### src/rtl/fpu_pkg.sv
// Shared FPU interface definitions: data and opcode widths, opcode values
// and the issue tag that travels alongside each operation.
package fpu_pkg;

   localparam int FPU_DATA_W      = 32;
   localparam int FPU_OP_W        = 2;
   localparam int FPU_LATENCY_DEF = 8;
   localparam int TAG_ID_W        = 3;   // wide enough for up to 8 requesters

   typedef enum logic [FPU_OP_W-1:0] {
      FPU_ADD = 2'd0,
      FPU_SUB = 2'd1,
      FPU_MUL = 2'd2,
      FPU_DIV = 2'd3
   } fpu_opc_e;

   typedef struct packed {
      logic                valid;
      logic [TAG_ID_W-1:0] id;
   } fpu_tag_t;

endpackage

### src/rtl/rr_arbiter.sv
// Round-robin arbiter: grants the first eligible requester at or after
// rr_ptr (wrapping), as a one-hot vector plus its encoded index.
module rr_arbiter #(
   parameter int NUM_REQ = 4,
   parameter int IDX_W   = $clog2(NUM_REQ)
) (
   input  logic [NUM_REQ-1:0] eligible,
   input  logic [IDX_W-1:0]   rr_ptr,
   output logic [NUM_REQ-1:0] grant,
   output logic [IDX_W-1:0]   grant_idx
);

   logic [NUM_REQ-1:0] rotated;
   logic [IDX_W:0]     offset_sum;
   logic               found;

   // NOTE: every variable gets a default at the top of the block so no path
   // leaves it unassigned and no latch is inferred.
   always_comb begin
      grant      = '0;
      grant_idx  = '0;
      offset_sum = '0;
      found      = 1'b0;
      rotated    = NUM_REQ'({eligible, eligible} >> rr_ptr);
      // Descending scan: the smallest offset from rr_ptr is written last and wins.
      for (int k = NUM_REQ - 1; k >= 0; k--) begin
         if (rotated[k]) begin
            found      = 1'b1;
            offset_sum = {1'b0, rr_ptr} + (IDX_W+1)'(k);
         end
      end
      if (offset_sum >= (IDX_W+1)'(NUM_REQ)) begin
         offset_sum = offset_sum - (IDX_W+1)'(NUM_REQ);
      end
      if (found) begin
         grant_idx        = offset_sum[IDX_W-1:0];
         grant[grant_idx] = 1'b1;
      end
   end

endmodule

### src/rtl/fpu_issue_arbiter.sv
// Shares one pipelined FPU among NUM_REQ requesters: round-robin issue,
// latency-matched tag pipe to route results back, per-requester credit limits.
module fpu_issue_arbiter
   import fpu_pkg::*;
#(
   parameter int NUM_REQ         = 4,
   parameter int FPU_LATENCY     = FPU_LATENCY_DEF,
   parameter int MAX_OUTSTANDING = 4,
   parameter int ID_W            = $clog2(NUM_REQ)
) (
   input  logic                           CLK,
   input  logic                           RST_N,
   input  logic [NUM_REQ-1:0]             req_valid,
   output logic [NUM_REQ-1:0]             req_ready,
   input  logic [NUM_REQ*FPU_DATA_W-1:0]  req_op1,
   input  logic [NUM_REQ*FPU_DATA_W-1:0]  req_op2,
   input  logic [NUM_REQ*FPU_OP_W-1:0]    req_opc,
   output logic [FPU_DATA_W-1:0]          fpu_op1,
   output logic [FPU_DATA_W-1:0]          fpu_op2,
   output logic [FPU_OP_W-1:0]            fpu_opc,
   input  logic [FPU_DATA_W-1:0]          fpu_result,
   output logic                           rsp_valid,
   output logic [ID_W-1:0]                rsp_id,
   output logic [FPU_DATA_W-1:0]          rsp_result,
   output logic                           busy
);

   localparam int CNT_W = $clog2(MAX_OUTSTANDING + 1);

   logic [ID_W-1:0]       rr_ptr;
   logic [NUM_REQ-1:0]    eligible;
   logic [NUM_REQ-1:0]    grant;
   logic [NUM_REQ-1:0]    retire;
   logic [ID_W-1:0]       grant_idx;
   logic                  handshake;
   logic [CNT_W-1:0]      cnt [NUM_REQ];
   fpu_tag_t              tag_pipe [FPU_LATENCY+1];
   logic [FPU_DATA_W-1:0] sel_op1;
   logic [FPU_DATA_W-1:0] sel_op2;
   logic [FPU_OP_W-1:0]   sel_opc;

   // A response retiring this cycle frees its slot for an issue in the same cycle.
   always_comb begin
      retire = '0;
      if (rsp_valid) retire[rsp_id] = 1'b1;
      eligible = '0;
      for (int i = 0; i < NUM_REQ; i++) begin
         eligible[i] = req_valid[i] &&
                       ((cnt[i] < CNT_W'(MAX_OUTSTANDING)) || retire[i]);
      end
   end

   rr_arbiter #(
      .NUM_REQ (NUM_REQ),
      .IDX_W   (ID_W)
   ) u_rr_arbiter (
      .eligible  (eligible),
      .rr_ptr    (rr_ptr),
      .grant     (grant),
      .grant_idx (grant_idx)
   );

   assign req_ready = grant;
   assign handshake = |grant;

   always_comb begin
      sel_op1 = '0;
      sel_op2 = '0;
      sel_opc = '0;
      for (int i = 0; i < NUM_REQ; i++) begin
         if (grant[i]) begin
            sel_op1 = req_op1[i*FPU_DATA_W +: FPU_DATA_W];
            sel_op2 = req_op2[i*FPU_DATA_W +: FPU_DATA_W];
            sel_opc = req_opc[i*FPU_OP_W +: FPU_OP_W];
         end
      end
   end

   // NOTE: state registers use non-blocking assignments so every flop samples
   // the pre-edge values regardless of statement order.
   always_ff @(posedge CLK or negedge RST_N) begin
      if (!RST_N) begin
         rr_ptr  <= '0;
         fpu_op1 <= '0;
         fpu_op2 <= '0;
         fpu_opc <= '0;
         for (int i = 0; i < NUM_REQ; i++) cnt[i] <= '0;
      end else begin
         if (handshake) begin
            fpu_op1 <= sel_op1;
            fpu_op2 <= sel_op2;
            fpu_opc <= sel_opc;
            rr_ptr  <= (grant_idx == ID_W'(NUM_REQ - 1)) ? '0 : grant_idx + 1'b1;
         end
         for (int i = 0; i < NUM_REQ; i++) begin
            case ({grant[i], retire[i]})
               2'b10:   cnt[i] <= cnt[i] + 1'b1;
               2'b01:   cnt[i] <= cnt[i] - 1'b1;
               default: cnt[i] <= cnt[i];
            endcase
         end
      end
   end

   // NOTE: the tag pipe is a register array, not RAM; every stage is reset so
   // tags in flight at reset can never produce a response.
   always_ff @(posedge CLK or negedge RST_N) begin
      if (!RST_N) begin
         for (int k = 0; k <= FPU_LATENCY; k++) tag_pipe[k] <= '0;
         rsp_valid  <= 1'b0;
         rsp_id     <= '0;
         rsp_result <= '0;
      end else begin
         tag_pipe[0].valid <= handshake;
         tag_pipe[0].id    <= TAG_ID_W'(grant_idx);
         for (int k = 1; k <= FPU_LATENCY; k++) tag_pipe[k] <= tag_pipe[k-1];
         rsp_valid <= tag_pipe[FPU_LATENCY].valid;
         if (tag_pipe[FPU_LATENCY].valid) begin
            rsp_id     <= tag_pipe[FPU_LATENCY].id[ID_W-1:0];
            rsp_result <= fpu_result;
         end
      end
   end

   always_comb begin
      busy = 1'b0;
      for (int k = 0; k <= FPU_LATENCY; k++) busy = busy | tag_pipe[k].valid;
   end

   for (genvar g = 0; g < NUM_REQ; g++) begin : g_cnt_check
      a_no_underflow: assert property (@(posedge CLK) disable iff (!RST_N)
         retire[g] |-> (cnt[g] != '0));
      a_no_overflow: assert property (@(posedge CLK) disable iff (!RST_N)
         cnt[g] <= CNT_W'(MAX_OUTSTANDING));
   end

endmodule

### config.mk
export PLATFORM = sky130hd
export DESIGN_NAME = fpu_issue_arbiter
export DESIGN_NICKNAME = d
export VERILOG_FILES = /design/src/rtl/fpu_pkg.sv /design/src/rtl/rr_arbiter.sv /design/src/rtl/fpu_issue_arbiter.sv
export SDC_FILE = /design/constraint.sdc
export NUM_CORES = 1
export LEC_CHECK = 0
export ABC_AREA = 0
export BUFFER_PORTS_ARGS = -buffer_cell sky130_fd_sc_hd__clkbuf_2
export CORE_AREA = 2 2 158 160
export DETAILED_ROUTE_END_ITERATION = 6
export DIE_AREA = 0 0 160 162
export GPL_TIMING_DRIVEN = 0
export PLACE_DENSITY = 0.58
export SYNTH_ARGS = -nofsm -noshare
export SYNTH_HDL_FRONTEND = slang
export SYNTH_SLANG_ARGS = --single-unit
### constraint.sdc
create_clock -name CLK -period 4.02 [get_ports CLK]
set_clock_uncertainty 0.15 [all_clocks]
set_input_delay 0.804 -clock CLK [delete_from_list [all_inputs] [get_ports CLK]]
set_output_delay 0.804 -clock CLK [all_outputs]
set_load 0.05 [all_outputs]
== Word-level counts from Yosys, hierarchy flattened ==
Index checks and enable logic that the tools add are counted.

* Flip-flop bits (word level): 142
* Latch bits: 0
* Memory bits (writable): 0
* ROM bits: 0
* Bits of input ports: 302
* Output and inout bits: 106
* Logic and storage cells: 117
* Memories: 0

* Add/subtract/negate cells: 13
* $mul: 0
* Divide/modulo/power cells: 0
* Order comparisons: 9
* Equality and inequality tests: 9
* Shift-type cells: 1
* Mux-type cells: 33
* Bitwise gates (word level): 8
* Reduce and logical (&&, ||, !) cells: 15

{| class="wikitable"
|+ Operators by type and width
! kind !! count
|-
| 32-bit two-way mux || 8
|-
| 3-bit one-hot mux with 2 select lines || 4
|-
| 2-bit two-way mux || 7
|-
| 3-bit by 1-bit adder with 3-bit output (second input constant) || 4
|-
| 3-bit less-than comparator (second input constant) || 4
|-
| 3-bit two-way mux || 4
|-
| 3-bit by 1-bit subtractor with 3-bit output (second input constant) || 4
|-
| 2-bit == test (second input constant) || 5
|-
| 2-bit by 1-bit == test with 1-bit output (second input constant) || 4
|-
| 4-bit two-way mux || 2
|-
| 1-bit bitwise OR || 8
|-
| 2-bit nonzero test || 4
|-
| 8-bit by 2-bit right shift with 4-bit output || 1
|-
| 2-bit by 2-bit adder with 3-bit output (second input constant) || 2
|-
| 1-bit logical AND || 6
|-
| 2-bit by 3-bit less-than comparator with 1-bit output (second input constant) || 2
|-
| 1-bit two-way mux || 6
|-
| 1-bit demux with 2-bit select || 2
|-
| 2-bit by 1-bit >= comparator with 1-bit output (second input constant) || 2
|-
| 1-bit logical OR || 4
|-
| 4-bit OR reduction || 1
|-
| 2-bit by 1-bit adder with 3-bit output (second input constant) || 1
|-
| 3-bit >= comparator (second input constant) || 1
|-
| 2-bit by 1-bit adder with 2-bit output (second input constant) || 1
|-
| 2-bit by 1-bit subtractor with 2-bit output (second input constant) || 1
|}

== Depth between registers and ports, before layout ==
Gate-level depths: netlist of run 1.

* Depth in word-level cells: 23
* Gate-level depth with buffers: 14
* Mapped depth without buffers: 13

== By module ==
Synthesis of run 1 repeated with hierarchy kept, for this count alone.

* Cell total of the unflattened synthesis: 730
* Area, all modules: 7297.0 µm²

{| class="wikitable"
|+ Modules (own cells, without submodules)
! module !! instances !! cells an instance !! area an instance (µm²)
|-
| fpu_issue_arbiter || 1 || 699 || 7091.8
|-
| rr_arbiter || 1 || 31 || 205.2
|}

== Worst setup path after synthesis of run 1 ==
OpenSTA, ideal clock, no wires.

* Path type: reg-to-reg
* Start point: register rsp_valid
* End point: register cnt[11] (netlist name)
* Arrival time: 3.670 ns
* Required time: 3.790 ns
* Path slack: 0.120 ns
* Stages on the path, launching flop included: 15
* Path buffers: 1
* Period minus slack after synthesis: 3.900 ns
* Path through: dfrtp_1 -> or3b_4 -> inv_2 -> o211ai_1 -> a21o_1 -> nand2_1 -> inv_2 -> buf_4 -> nor3_2 -> inv_1 -> ha_1 -> fa_1 -> xnor2_1 -> nor2_1 -> xnor2_1

* Cells in the longest elaborated chain, start to end: 17

{| class="wikitable"
|+ RTL lines
! item !! RTL line !! text
|-
| start, declared || fpu_issue_arbiter.sv:22 || <nowiki>output logic rsp_valid,</nowiki>
|-
| start signal, assigned || fpu_issue_arbiter.sv:117 || <nowiki>rsp_valid <= tag_pipe[FPU_LATENCY].valid;</nowiki>
|-
| 4-bit two-way mux (*) || fpu_issue_arbiter.sv:45 || <nowiki>if (rsp_valid) retire[rsp_id] = 1'b1;</nowiki>
|-
| 1-bit logical OR || fpu_issue_arbiter.sv:49 || <nowiki>((cnt[i] < CNT_W'(MAX_OUTSTANDING)) || retire[i]);</nowiki>
|-
| 1-bit logical AND || fpu_issue_arbiter.sv:48 || <nowiki>eligible[i] = req_valid[i] &&</nowiki>
|-
| 8-bit by 2-bit right shift with 4-bit output (*) || rr_arbiter.sv:24 || <nowiki>rotated = NUM_REQ'({eligible, eligible} >> rr_ptr);</nowiki>
|-
| 3-bit two-way mux (4 in a row) || rr_arbiter.sv:27 || <nowiki>if (rotated[k]) begin</nowiki>
|-
| 3-bit >= comparator or 2-bit by 1-bit subtractor with 2-bit output (tied branches) || rr_arbiter.sv:32, rr_arbiter.sv:33 ||
|-
| 2-bit two-way mux || rr_arbiter.sv:32 || <nowiki>if (offset_sum >= (IDX_W+1)'(NUM_REQ)) begin</nowiki>
|-
| 2-bit by 3-bit less-than comparator with 1-bit output (implied by the code) or 2-bit by 1-bit >= comparator with 1-bit output (tied branches) || rr_arbiter.sv:37 || <nowiki>grant[grant_idx] = 1'b1;</nowiki>
|-
| 1-bit logical AND (implied by the code) || rr_arbiter.sv:37 ||
|-
| 1-bit two-way mux (implied by the code) || rr_arbiter.sv:37 ||
|-
| 1-bit demux with 2-bit select || n/a ||
|-
| 4-bit two-way mux (*) || rr_arbiter.sv:35 || <nowiki>if (found) begin</nowiki>
|-
| via req_ready[0] || fpu_issue_arbiter.sv:14 || <nowiki>output logic [NUM_REQ-1:0] req_ready,</nowiki>
|-
| 2-bit by 1-bit == test with 1-bit output or 2-bit == test (tied branches) || fpu_issue_arbiter.sv:96 || <nowiki>case ({grant[i], retire[i]})</nowiki>
|-
| 3-bit one-hot mux with 2 select lines or 2-bit nonzero test (tied branches) || n/a ||
|-
| end signal, assigned by index || fpu_issue_arbiter.sv:97 || <nowiki>2'b10: cnt[i] <= cnt[i] + 1'b1;</nowiki>
|-
| end signal, assigned by index || fpu_issue_arbiter.sv:98 || <nowiki>2'b01: cnt[i] <= cnt[i] - 1'b1;</nowiki>
|-
| end signal, assigned by index || fpu_issue_arbiter.sv:99 || <nowiki>default: cnt[i] <= cnt[i];</nowiki>
|-
| end, declared || fpu_issue_arbiter.sv:36 || <nowiki>logic [CNT_W-1:0] cnt [NUM_REQ];</nowiki>
|}

The timed path passes the listed nets; every way through them passes the cells marked *.
A chain may end at the register's enable or synchronous reset.

== Worst setup path after layout of run 1 ==
* Start point: register rsp_id[1]
* End point: output port req_ready[1]

* Cells in the longest elaborated chain, start to end: 19

{| class="wikitable"
|+ RTL lines
! item !! RTL line !! text
|-
| start, declared || fpu_issue_arbiter.sv:23 || <nowiki>output logic [ID_W-1:0] rsp_id,</nowiki>
|-
| start signal, assigned || fpu_issue_arbiter.sv:119 || <nowiki>rsp_id <= tag_pipe[FPU_LATENCY].id[ID_W-1:0];</nowiki>
|-
| 2-bit by 3-bit less-than comparator with 1-bit output (implied by the code) or 2-bit by 1-bit >= comparator with 1-bit output (tied branches) || fpu_issue_arbiter.sv:45 ||
|-
| 1-bit logical AND (implied by the code) || fpu_issue_arbiter.sv:45 ||
|-
| 1-bit two-way mux (implied by the code) || fpu_issue_arbiter.sv:45 ||
|-
| 1-bit demux with 2-bit select (*) || fpu_issue_arbiter.sv:45 ||
|-
| 4-bit two-way mux (*) || fpu_issue_arbiter.sv:45 ||
|-
| 1-bit logical OR || fpu_issue_arbiter.sv:49 ||
|-
| 1-bit logical AND || fpu_issue_arbiter.sv:48 ||
|-
| 8-bit by 2-bit right shift with 4-bit output (*) || rr_arbiter.sv:24 ||
|-
| 3-bit two-way mux (4 in a row) || rr_arbiter.sv:27 ||
|-
| 3-bit >= comparator or 2-bit by 1-bit subtractor with 2-bit output (tied branches) || rr_arbiter.sv:32, rr_arbiter.sv:33 ||
|-
| 2-bit two-way mux || rr_arbiter.sv:32 ||
|-
| 2-bit by 3-bit less-than comparator with 1-bit output (implied by the code) or 2-bit by 1-bit >= comparator with 1-bit output (tied branches) || rr_arbiter.sv:37 ||
|-
| 1-bit logical AND (implied by the code) || rr_arbiter.sv:37 ||
|-
| 1-bit two-way mux (implied by the code) || rr_arbiter.sv:37 ||
|-
| 1-bit demux with 2-bit select || n/a ||
|-
| 4-bit two-way mux (*) || rr_arbiter.sv:35 ||
|-
| end, declared || fpu_issue_arbiter.sv:14 ||
|}

Every way passes the cells marked *; elsewhere a longest branch is shown, timed or not.

==> results of run 1 <==
-- per-stage QoR --
step | area, um^2 | std cells | hold slack (ns) | setup TNS [ns] | setup slack (ns)
5_1_grt | 10100 | 1407 | 0.200 | 0 | 0.0321
6_report | 10100 | 1407 | 0.182 | 0 | 0.202
4_1_cts | 10100 | 1406 | 0.189 | 0 | 0.0153
3_3_place_gp | 9420 | 1372 | 0.181 | -70.62 | -0.514
3_5_place_dp | 9450 | 1373 | 0.185 | -0.540 | -0.242
2_1_floorplan | 6970 | 641 | 0.181 | 0 | 0.120
-- cell families after synthesis --
logic type	after synthesis	synth area share (%)
XOR/XNOR	12	1.51
buffers and inverters	70	4.63
AO/OA/AOI/OAI	223	23.6
multiplexers	46	7.28
adder cells (fa/ha/maj)	8	1.87
AND/OR/NAND/NOR	140	10.2
flip-flops	142	51.0
-- routing by layer --
metal	share of wire (%)	vias up	GRT usage [%]
met5	0	-	0
met4	2.6	0	7.90
met3	6.9	44	4.98
met2	48	337	36.0
met1	43	3331	28.7
li1	-	3301	-
-- what timing repair did --
item                       in CTS  in global routing
resized for setup               5                  2
buffers inserted                1                  0
pin swaps                       1                  0
setup endpoints to repair       3                  1
-- state kept, by name, summed over array words and instances, names as in the netlist --
signal	flops
fpu_op2	32
cnt	12
fpu_op1	32
fpu_opc	2
rsp_result	32
rsp_id	2
rsp_valid	1
tag_pipe	27
rr_ptr	2
-- worst min path at each step --
stage	slack [ns]	depth (start not counted)	startpoint	to
2_1_floorplan	0.18	0	tag_pipe[4]	tag_pipe[0]
3_3_place_gp	0.18	0	tag_pipe[20]	tag_pipe[16]
3_5_place_dp	0.18	0	tag_pipe[25]	tag_pipe[21]
4_1_cts	0.19	1	RST_N	fpu_op1[0]
5_1_grt	0.20	1	RST_N	fpu_op1[8]
6_report	0.18	1	RST_N	fpu_op1[0]
-- cell usage in the layout (no fill, tap or decap), types with 2 or more instances in the layout --
cell type | synthesis | final
a21oi_1 | 11 | 11
clkinv_8 | 0 | 6
and3_1 | 53 | 53
dfrtp_1 | 142 | 142
o21ai_1 | 51 | 51
a22oi_1 | 9 | 9
fa_1 | 4 | 4
clkinv_4 | 0 | 2
clkbuf_16 | 0 | 17
buf_2 | 18 | 18
buf_6 | 3 | 3
o211ai_1 | 2 | 2
nor2_1 | 7 | 7
and3b_1 | 2 | 2
nand3_1 | 2 | 2
inv_1 | 9 | 9
mux2_2 | 38 | 38
clkbuf_2 | 0 | 405
xnor2_1 | 12 | 12
ha_1 | 4 | 4
o21a_1 | 3 | 3
o21ai_0 | 13 | 13
a211oi_2 | 4 | 4
buf_4 | 4 | 6
nand2_1 | 69 | 68
clkbuf_1 | 30 | 30
inv_2 | 3 | 3
buf_1 | 3 | 3
inv_8 | 0 | 5
o221ai_1 | 66 | 66
mux2i_1 | 8 | 8
a221oi_1 | 7 | 7
a211oi_1 | 47 | 47
-- synthesized netlist by cell type (9+ instances only) --
cell	count
mux2_2	38
xnor2_1	12
dfrtp_1	142
o221ai_1	66
a211oi_1	47
a21oi_1	11
and3_1	53
a22oi_1	9
inv_1	9
buf_2	18
nand2_1	69
clkbuf_1	30
o21ai_1	51
o21ai_0	13
-- power groups by stage --
stage               registers [mW]  logic [mW]  clock network (mW)
floorplan                     3.89       0.800                   0
finish                        2.23        3.44                1.60
global placement              2.23        3.45                   0
CTS                           2.23        3.47                1.65
detailed placement            2.25        3.46                   0
global route                  2.30        3.64                1.71
-- layout make-up --
| cell class | count | area share (%) |
|---|---|---|
| flip-flops and latches | 142 | 35.2 |
| well taps | 324 | 4.01 |
| inverters | 12 | 0.446 |
| multi-input cells | 429 | 30.9 |
| repair buffers | 409 | 20.6 |
| plain buffers | 58 | 2.75 |
| diodes | 1 | 0.0248 |
| clock buffers | 17 | 4.21 |
| clock inverters | 15 | 1.86 |
==> results by group, run 1 <==
Status
  – Result of the run: completed

Setup path
  – CP delay by family, top: compound AO/OA/AOI/OAI gates
  – Crit Path Category: flop to output port
  – CP startpoint kind: flop
  – CP arrival: ~2.9 ns
  – Reg2Reg Depth: 14
  – CP bufs+invs: 3
  – Reg2reg end: cnt[11]
  – CP Capture Point: req_ready[1]
  – CP Capture Type: output port
  – Critical path depth in cells: 7
  – Crit path required time: approximately 3.1 ns
  – CP Max Fanout: 10
  – Worst path max stage delay: 0.50 ns
  – Critical Path Slowest Stage Cell: o211ai_4
  – Reg-to-reg slack, setup: just under 0.6 ns
  – Worst r2r src: rsp_id[1]
  – Worst setup path start: rsp_id[1]
  – Worst-path cell chain: or3b_4, a21boi_2, a21oi_1, o211ai_4, buf_2, inv_1, clkbuf_2

Floorplan
  – Die width: approximately 160 um
  – Rows: 57
  – # IOs: approximately 410
  – Die H: between 150 and 200 um
  – Die area: 0.0259 mm^2
  – Initial Util: ~29%
  – Core ar.: 0.0241 mm^2

Synthesis
  – Cells after Synth: 641
  – Area leader, netlist: dfrtp_1
  – Ranking of synthesized cells by area: dfrtp_1 51%, o221ai_1 8.3%, mux2_2 6.1%
  – Syn. warnings: 0
  – Seq/Total Area, Yosys: 51.0%
  – Post-Syn Area per Cell: 10.9 um^2
  – Most used DFF post-synth: dfrtp_1
  – Number of flops mapped to enable cells by yosys: 0
  – Syn nets: roughly 950
  – Async S/R FF share, synth: 100%
  – Post-synth top area share: between 50% and 60%
  – FF+latch count, synth: roughly 140
  – Post-synthesis cell type count: 45
  – Cell area after synthesis: between 0.006 and 0.007 mm^2

Global route
  – Initial antenna violation count: 1
  – Wire length of the first global-routing pass: 43.1 mm
  – Largest net degree at the start of global routing: 93
  – GRT Total Usage: a little over a fifth
  – Total grt overflow: 0
  – Vias in the first global route: around 7400

Run
  – Max Cap Viol: 0

Clocking
  – Root Driver: clkbuf_16
  – CTS hold repair buffers: 0
  – Clock sinks: 142
  – Clock tree buffer depth: 2
  – CTS tree: done
  – Clk pin slew, worst setup/hold paths: about 0.070 ns
  – H-Tree Depth: 4
  – TritonCTS buffer count: 17
  – Clock latency on the worst-skew pair: about 0.42 ns

Timing
  – Hold Fails Final Rpt: 0
  – Crit path time final: 3.82 ns
  – Worst-margin pin slew: about 1.2 ns
  – Fmax: 0.262 GHz
  – Count of final setup violators: 0
  – Max Slew Vio Count: 0
  – Max-slew headroom: between 20% and 30%
  – Unrepaired setup endpoints after global routing: false
  – Period utilization: between 90% and 100%

Layout
  – Area grow syn2layout: 44.9%
  – Share of layout cells above drive strength 1: between 40% and 50%
  – FILL cells: 2472
  – Fin util: 41.9%
  – Fin nets: ~1400
  – Area occupied by registers: 0.00355 mm^2
  – Area of the multi-input gates: roughly 0.0031 mm^2

Drt
  – WL final: between 20 and 30 mm
  – Remaining antenna violation count after routing: 0
  – Drt drc: 0
  – Initial drt markers: 361
  – Routed wire per std cell: slightly above 20 um
  – DR vias: around 7000
  – First-pass DRT Iterations: 4
  – Vias per cell: between 4 and 5

Hold path
  – Hold Path Class: input port to asynchronous set/reset pin

Power and ir drop
  – Clk network pwr share: roughly 22%
  – Final Power: 7.27 mW
  – Combinational share of power: 47.3%
  – Max rail drop VDD: about 0.35 mV
  – Switch share: between 40% and 50%
  – Static Leakage: 5.12 nW
  – P_int: about 3.7 mW
  – Switching power total: around 3.6 mW
  – Part of the power in registers: 30.6%
  – Pwr dens: around 700 mW/mm^2

Placement
  – Dpl hpwl: 22.2 mm
  – I/O Buffers: about 400
  – GP Congestion: between 0.8 and 0.9
No activity file was read; power rests on OpenSTA's default activity.
==> run 2, diff against run 1 <==
==> constraint.sdc (replaced) <==
create_clock -name CLK -period 4.02 [get_ports CLK]
set_clock_uncertainty 0.15 [all_clocks]
set_input_delay 0.201 -clock CLK [delete_from_list [all_inputs] [get_ports CLK]]
set_output_delay 0.201 -clock CLK [all_outputs]
set_load 0.05 [all_outputs]
==> run 2 against run 1 <==
Against the previous run:
- power grew 6.4%
- register-to-register slack worse by 0.36 ns
- clock-buffer cell count unchanged
- critical path type is now flop to flop
- largest cell class is now non-clock buffers
==> results by group, run 2 (synthesis results as in run 1) <==
Layout
  – Area of the multi-input gates: a little over 0.003 mm^2
  – Commonest non-fill, non-tap cell in the layout: clkbuf_2
  – Fin util: 49.4%
  – FILL cells: between 2000 and 2500
  – Area occupied by registers: 0.00355 mm^2
  – Post-route cell area: between 0.01 and 0.015 mm^2
  – Fin nets: 1559
  – Biggest regs: fpu_op1 x32, fpu_op2 x32, rsp_result x32
  – Most frequent cells in the layout: 407 x clkbuf_2, 181 x dlygate4sd3_1, 142 x dfrtp_1, 68 x nand2_1, 66 x o221ai_1
  – Share of layout cells above drive strength 1: about two fifths
  – Area grow syn2layout: 70.6%

Placement
  – Dpl hpwl: around 22 mm
  – I/O Buffers: around 410
  – Placed inst area: 0.00945 mm^2
  – Pre-CTS setup slack: -0.0664 ns
  – GP Congestion: 0.876

Floorplan
  – Die H: 162 um
  – Core ar.: 0.0241 mm^2
  – # IOs: 408
  – Die area: around 0.026 mm^2
  – Die width: around 160 um
  – Rows: 57
  – Initial Util: 28.9%

Setup path
  – Worst r2r src: rsp_valid
  – Reg2reg end: fpu_op2[11]
  – CP Capture Type: flop
  – Crit path required time: around 4.2 ns
  – CP startpoint kind: flop
  – Crit Path Category: flop to flop
  – Reg-to-reg slack, setup: around 0.23 ns
  – Reg2Reg Depth: 9
  – CP arrival: ~4 ns
  – CP Max Fanout: 8

Clocking
  – Clock latency on the worst-skew pair: roughly 0.42 ns
  – H-Tree Depth: 4
  – TritonCTS buffer count: 17
  – Clock tree buffer depth: 2
  – Clk pin slew, worst setup/hold paths: 0.07 ns
  – Postcts setup bufs: 0
  – Root Driver: clkbuf_16
  – CTS tree: done
  – Clock sinks: roughly 140

Timing
  – Max-slew headroom: a little over half
  – Fmax: around 0.26 GHz
  – Hold Fails Final Rpt: 0
  – Crit path time final: about 3.8 ns
  – Worst-margin pin slew: between 0.7 and 0.8 ns
  – Max Slew Vio Count: 0
  – Setup WS post-layout: approximately 0.23 ns
  – Unrepaired setup endpoints after global routing: false
  – Count of final setup violators: 0
  – Period utilization: a little over nine tenths

Power and ir drop
  – Max rail drop VDD: approximately 0.42 mV
  – Final Power: about 7.7 mW
  – Static Leakage: between 5 and 6 nW
  – Pwr dens: 650 mW/mm^2

Global route
  – Total grt overflow: 0
  – Wire length of the first global-routing pass: between 40 and 50 mm
  – GRT Total Usage: 23.4%
  – Initial antenna violation count: 1
  – Largest net degree at the start of global routing: 93
  – Vias in the first global route: roughly 8300

Drt
  – Initial drt markers: 390
  – Vias per cell: a little under 5
  – DR vias: between 7000 and 8000
  – Routed wire per std cell: 19.3 um
  – Drt drc: 0
  – WL final: about 31 mm
  – First-pass DRT Iterations: 6
  – Remaining antenna violation count after routing: 0

Hold path
  – Hold Path Class: input port to flop
  – WHS Path Cells: 3
  – Hold Crit Endpoint: fpu_op2[9]
  – Hold Startpoint: req_op2[41]

Status
  – Result of the run: completed

Run
  – Max Cap Viol: 0
-- run 2: changes by cell type in the layout (fill, tap and decap cells not counted), sizes merged --
cell and delta:
buf -2, dlygate4sd3 +181, clkbuf +1
-- run 2: cell type report --
type,instances,area share [%]
sequential,142,29.9
clock inverter,15,1.58
clock buffer,17,3.58
timing repair buffer,589,32.6
tap,324,3.41
buffer,58,2.34
inverter,12,0.379
multi-input combinational,429,26.2
antenna,1,0.0210
-- run 2: report_power, final --
group | switching, mW | internal (mW) | leakage (nW) | total [mW]
Sequential | 0.295 | 1.94 | 1.77 | 2.24
Combinational | 2.65 | 1.24 | 3.82 | 3.90
Clock | 0.757 | 0.846 | 0.294 | 1.60
Total | 3.71 | 4.03 | 5.89 | 7.73
-- run 2: worst max-delay path by stage --
stage	startpoint	endpoint	slack [ns]	depth (start not counted)
after floorplan	rsp_valid	cnt[11]	0.12	14
after global placement	rsp_id[0]	cnt[10]	-0.02	11
after detailed placement	rsp_id[0]	cnt[10]	-0.07	11
after CTS	rsp_id[1]	fpu_op2[14]	0.1	9
after global routing	rsp_id[1]	cnt[10]	0.006	11
final	rsp_valid	fpu_op2[11]	0.23	9
-- run 2: what timing repair did --
item,CTS,global route
setup endpoints to repair,1,7
hold buffers,180,1
hold endpoints to repair,148,1
gates resized for setup,1,4
pin swaps,0,1
-- run 2: layer usage --
| layer | wire length (um) | vias to the layer above | global-route usage [%] |
|---|---|---|---|
| li1 | - | 3665 | - |
| met1 | 12900 | 3761 | 29.5 |
| met2 | 15100 | 364 | 39.9 |
| met3 | 1830 | 53 | 4.75 |
| met4 | 865 | 0 | 8.97 |
| met5 | 0 | - | 0 |
-- run 2: critical path, stage by stage, from the launching register on --
cell	delay (ns)
dfrtp_1	0.42
and3b_1	0.25
o21a_4	0.26
o311ai_4	0.60
nand2_2	0.35
inv_2	0.30
a221oi_1	0.07
dlygate4sd3_1	0.60
o21ai_1	0.13
dlygate4sd3_1	0.57
-- run 2: per-stage QoR --
| step | hold WS, ns | setup TNS (ns) | instances |
|---|---|---|---|
| global route | 0.00949 | 0 | 1587 |
| floorplan | -0.245 | 0 | 641 |
| finish | 0.0145 | 0 | 1587 |
| global placement | 0.181 | -0.0222 | 1372 |
| detailed placement | 0.0407 | -0.0664 | 1373 |
| CTS | 0.000385 | 0 | 1585 |
==> run 3, diff against run 2 <==
- CELL_PAD_IN_SITES_DETAIL_PLACEMENT: default -> 1
- CELL_PAD_IN_SITES_GLOBAL_PLACEMENT: default -> 2
- CORE_AREA: 2 2 158 160 -> 2 2 171 173
- DIE_AREA: 0 0 160 162 -> 0 0 173 175
- GPL_TIMING_DRIVEN: 0 -> default
- PLACE_DENSITY: 0.58 -> 0.8
==> run 3 against run 2 <==
Against the previous run:
- power grew 1.8%
- utilization down 7.7 points
- first-iteration DRC count down 15%
- fmax is 1.7% lower
- clock-buffer cell count is the same
- sequential power is 2% higher
- sequential share of layout area up 0.15 points
==> results by group, run 3 (synthesis results as in run 1) <==
Clocking
  – Clock latency on the worst-skew pair: between 0.4 and 0.5 ns
  – TritonCTS buffer count: 17
  – Root Driver: clkbuf_16
  – H-Tree Depth: 4
  – Clock tree buffer depth: 2
  – Clk pin slew, worst setup/hold paths: about 0.080 ns
  – CTS tree: done
  – Clock sinks: approximately 140

Hold path
  – Hold Path Class: input port to flop
  – Hold Startpoint: req_op2[53]
  – Hold Crit Endpoint: fpu_op2[21]
  – WHS Path Cells: 3

Timing
  – Max Slew Vio Count: 0
  – Min Hold Slack: between 0.02 and 0.025 ns
  – Max-slew headroom: 13.1%
  – Setup_tns: 0 ns
  – Fmax: ~0.26 GHz
  – Setup WS post-layout: about 0.17 ns
  – Worst-margin pin slew: ~1.3 ns
  – Period utilization: 95.8%
  – Hold Fails Final Rpt: 0
  – Crit path time final: ~3.9 ns
  – Unrepaired setup endpoints after global routing: false
  – Count of final setup violators: 0

Global route
  – Vias in the first global route: roughly 8800
  – Wire length of the first global-routing pass: 49.8 mm
  – Largest net degree at the start of global routing: just under 100
  – Total grt overflow: 0
  – Initial antenna violation count: 1
  – GRT Total Usage: approximately a fifth

Setup path
  – CP arrival: a little over 4 ns
  – Worst setup path start: rsp_id[1]
  – Worst r2r src: rsp_id[1]
  – Crit path required time: around 4.2 ns
  – Reg2Reg Depth: 10
  – CP startpoint kind: flop
  – Reg2reg end: fpu_op2[10]
  – Crit Path Category: flop to flop
  – Reg-to-reg slack, setup: between 0.15 and 0.2 ns
  – CP Capture Type: flop
  – CP Max Fanout: 67

Power and ir drop
  – Max rail drop VDD: ~0.23 mV
  – Switch share: 48.3%
  – Switching power total: ~3.8 mW
  – Static Leakage: between 5 and 6 nW
  – P_int: roughly 4.1 mW
  – Part of the power in registers: 28.9%
  – Clk network pwr share: around 21%
  – Pwr dens: roughly 660 mW/mm^2
  – Final Power: around 7.9 mW
  – Combinational share of power: between 50% and 60%

Drt
  – Initial drt markers: about 330
  – DR vias: between 7000 and 8000
  – Remaining antenna violation count after routing: 0
  – Drt drc: 0
  – Routed wire per std cell: 20.2 um
  – First-pass DRT Iterations: 4
  – Vias per cell: 4.87
  – WL final: between 30 and 40 mm

Floorplan
  – Rows: between 60 and 70
  – Initial Util: 24.6%
  – # IOs: about 400
  – Die area: 0.0303 mm^2
  – Core ar.: roughly 0.028 mm^2
  – Die width: around 170 um
  – Die H: 175 um

Placement
  – I/O Buffers: about 410
  – Pre-CTS setup slack: a little over 0.8 ns
  – GP Congestion: ~0.84
  – Dpl hpwl: around 21 mm

Layout
  – Area of the multi-input gates: 0.00313 mm^2
  – Area grow syn2layout: 69.8%
  – Area occupied by registers: roughly 0.0036 mm^2
  – Fin util: roughly two fifths
  – Most frequent cells in the layout: 406 x clkbuf_2, 186 x dlygate4sd3_1, 142 x dfrtp_1, 68 x nand2_1, 66 x o221ai_1
  – Share of layout cells above drive strength 1: a little over two fifths
  – FILL cells: roughly 3300
  – Commonest non-fill, non-tap cell in the layout: clkbuf_2
  – Fin nets: ~1500
  – Biggest regs: fpu_op1 x32, fpu_op2 x32, rsp_result x32

Status
  – Result of the run: completed

Run
  – Max Cap Viol: 0
-- run 3: cell types whose count changed in the layout (fill, tap and decap cells not counted), moves of 3 or more --
cell | before | now
dlygate4sd3_1 | 181 | 186
inv_6 | 1 | 4
buf_4 | 4 | 12
clkbuf_1 | 29 | 0
clkinv_8 | 6 | 2
buf_1 | 3 | 0
buf_2 | 18 | 0
-- run 3: worst max path at each step --
stage,to,slack (ns),cells after the start
final,fpu_op2[10],0.17,10
after global routing,fpu_op2[10],0.002,10
after CTS,fpu_op2[9],0.09,9
after detailed placement,fpu_op2[21],0.83,7
after global placement,fpu_op2[21],0.89,7
after floorplan,cnt[11],0.12,14
-- run 3: critical path, stage by stage (launching register included) --
cell and delay [ns]:
dfrtp_1 0.43, or3b_4 0.44, inv_2 0.08, o21ai_1 0.10, o21a_1 0.22, o221ai_4 0.18
buf_4 0.70, o221ai_1 0.19, dlygate4sd3_1 0.60, o21ai_1 0.12, dlygate4sd3_1 0.55
-- run 3: layer usage --
layer | routed length [um] | up-vias | global-route usage [%]
met2 | 16700 | 333 | 38.6
met3 | 2000 | 37 | 5.03
met1 | 13200 | 3882 | 24.5
li1 | - | 3581 | -
met4 | 646 | 2 | 6.96
met5 | 12 | - | 0
-- run 3: stage by stage --
step	cells	cell area, um^2
2_1_floorplan	641	6970
3_5_place_dp	1389	9390
5_1_grt	1607	11800
3_3_place_gp	1389	9390
4_1_cts	1607	11800
6_report	1608	11800
-- run 3: layout make-up --
class                      count  share of cell area, %
clock buffer                  17                   3.59
sequential                   142                   30.0
timing repair buffer         608                   34.2
clock inverter                15                   1.36
inverter                      12                  0.380
tap                          384                   4.06
multi-input combinational    429                   26.4
antenna                        1                 0.0211
-- run 3: timing repair --
action                     CTS  global route
hold buffers               186             0
resized for setup            0             1
setup endpoints to repair    0             1
hold endpoints to repair   194             0
buffers inserted             0             0
-- run 3: power by group through the flow --
stage	logic [mW]	clock network (mW)	registers, mW
after floorplan	0.800	0	3.89
final	3.97	1.62	2.28
after global placement	3.43	0	2.26
after global routing	4.19	1.74	2.36
after CTS	3.94	1.67	2.27
after detailed placement	3.46	0	2.29
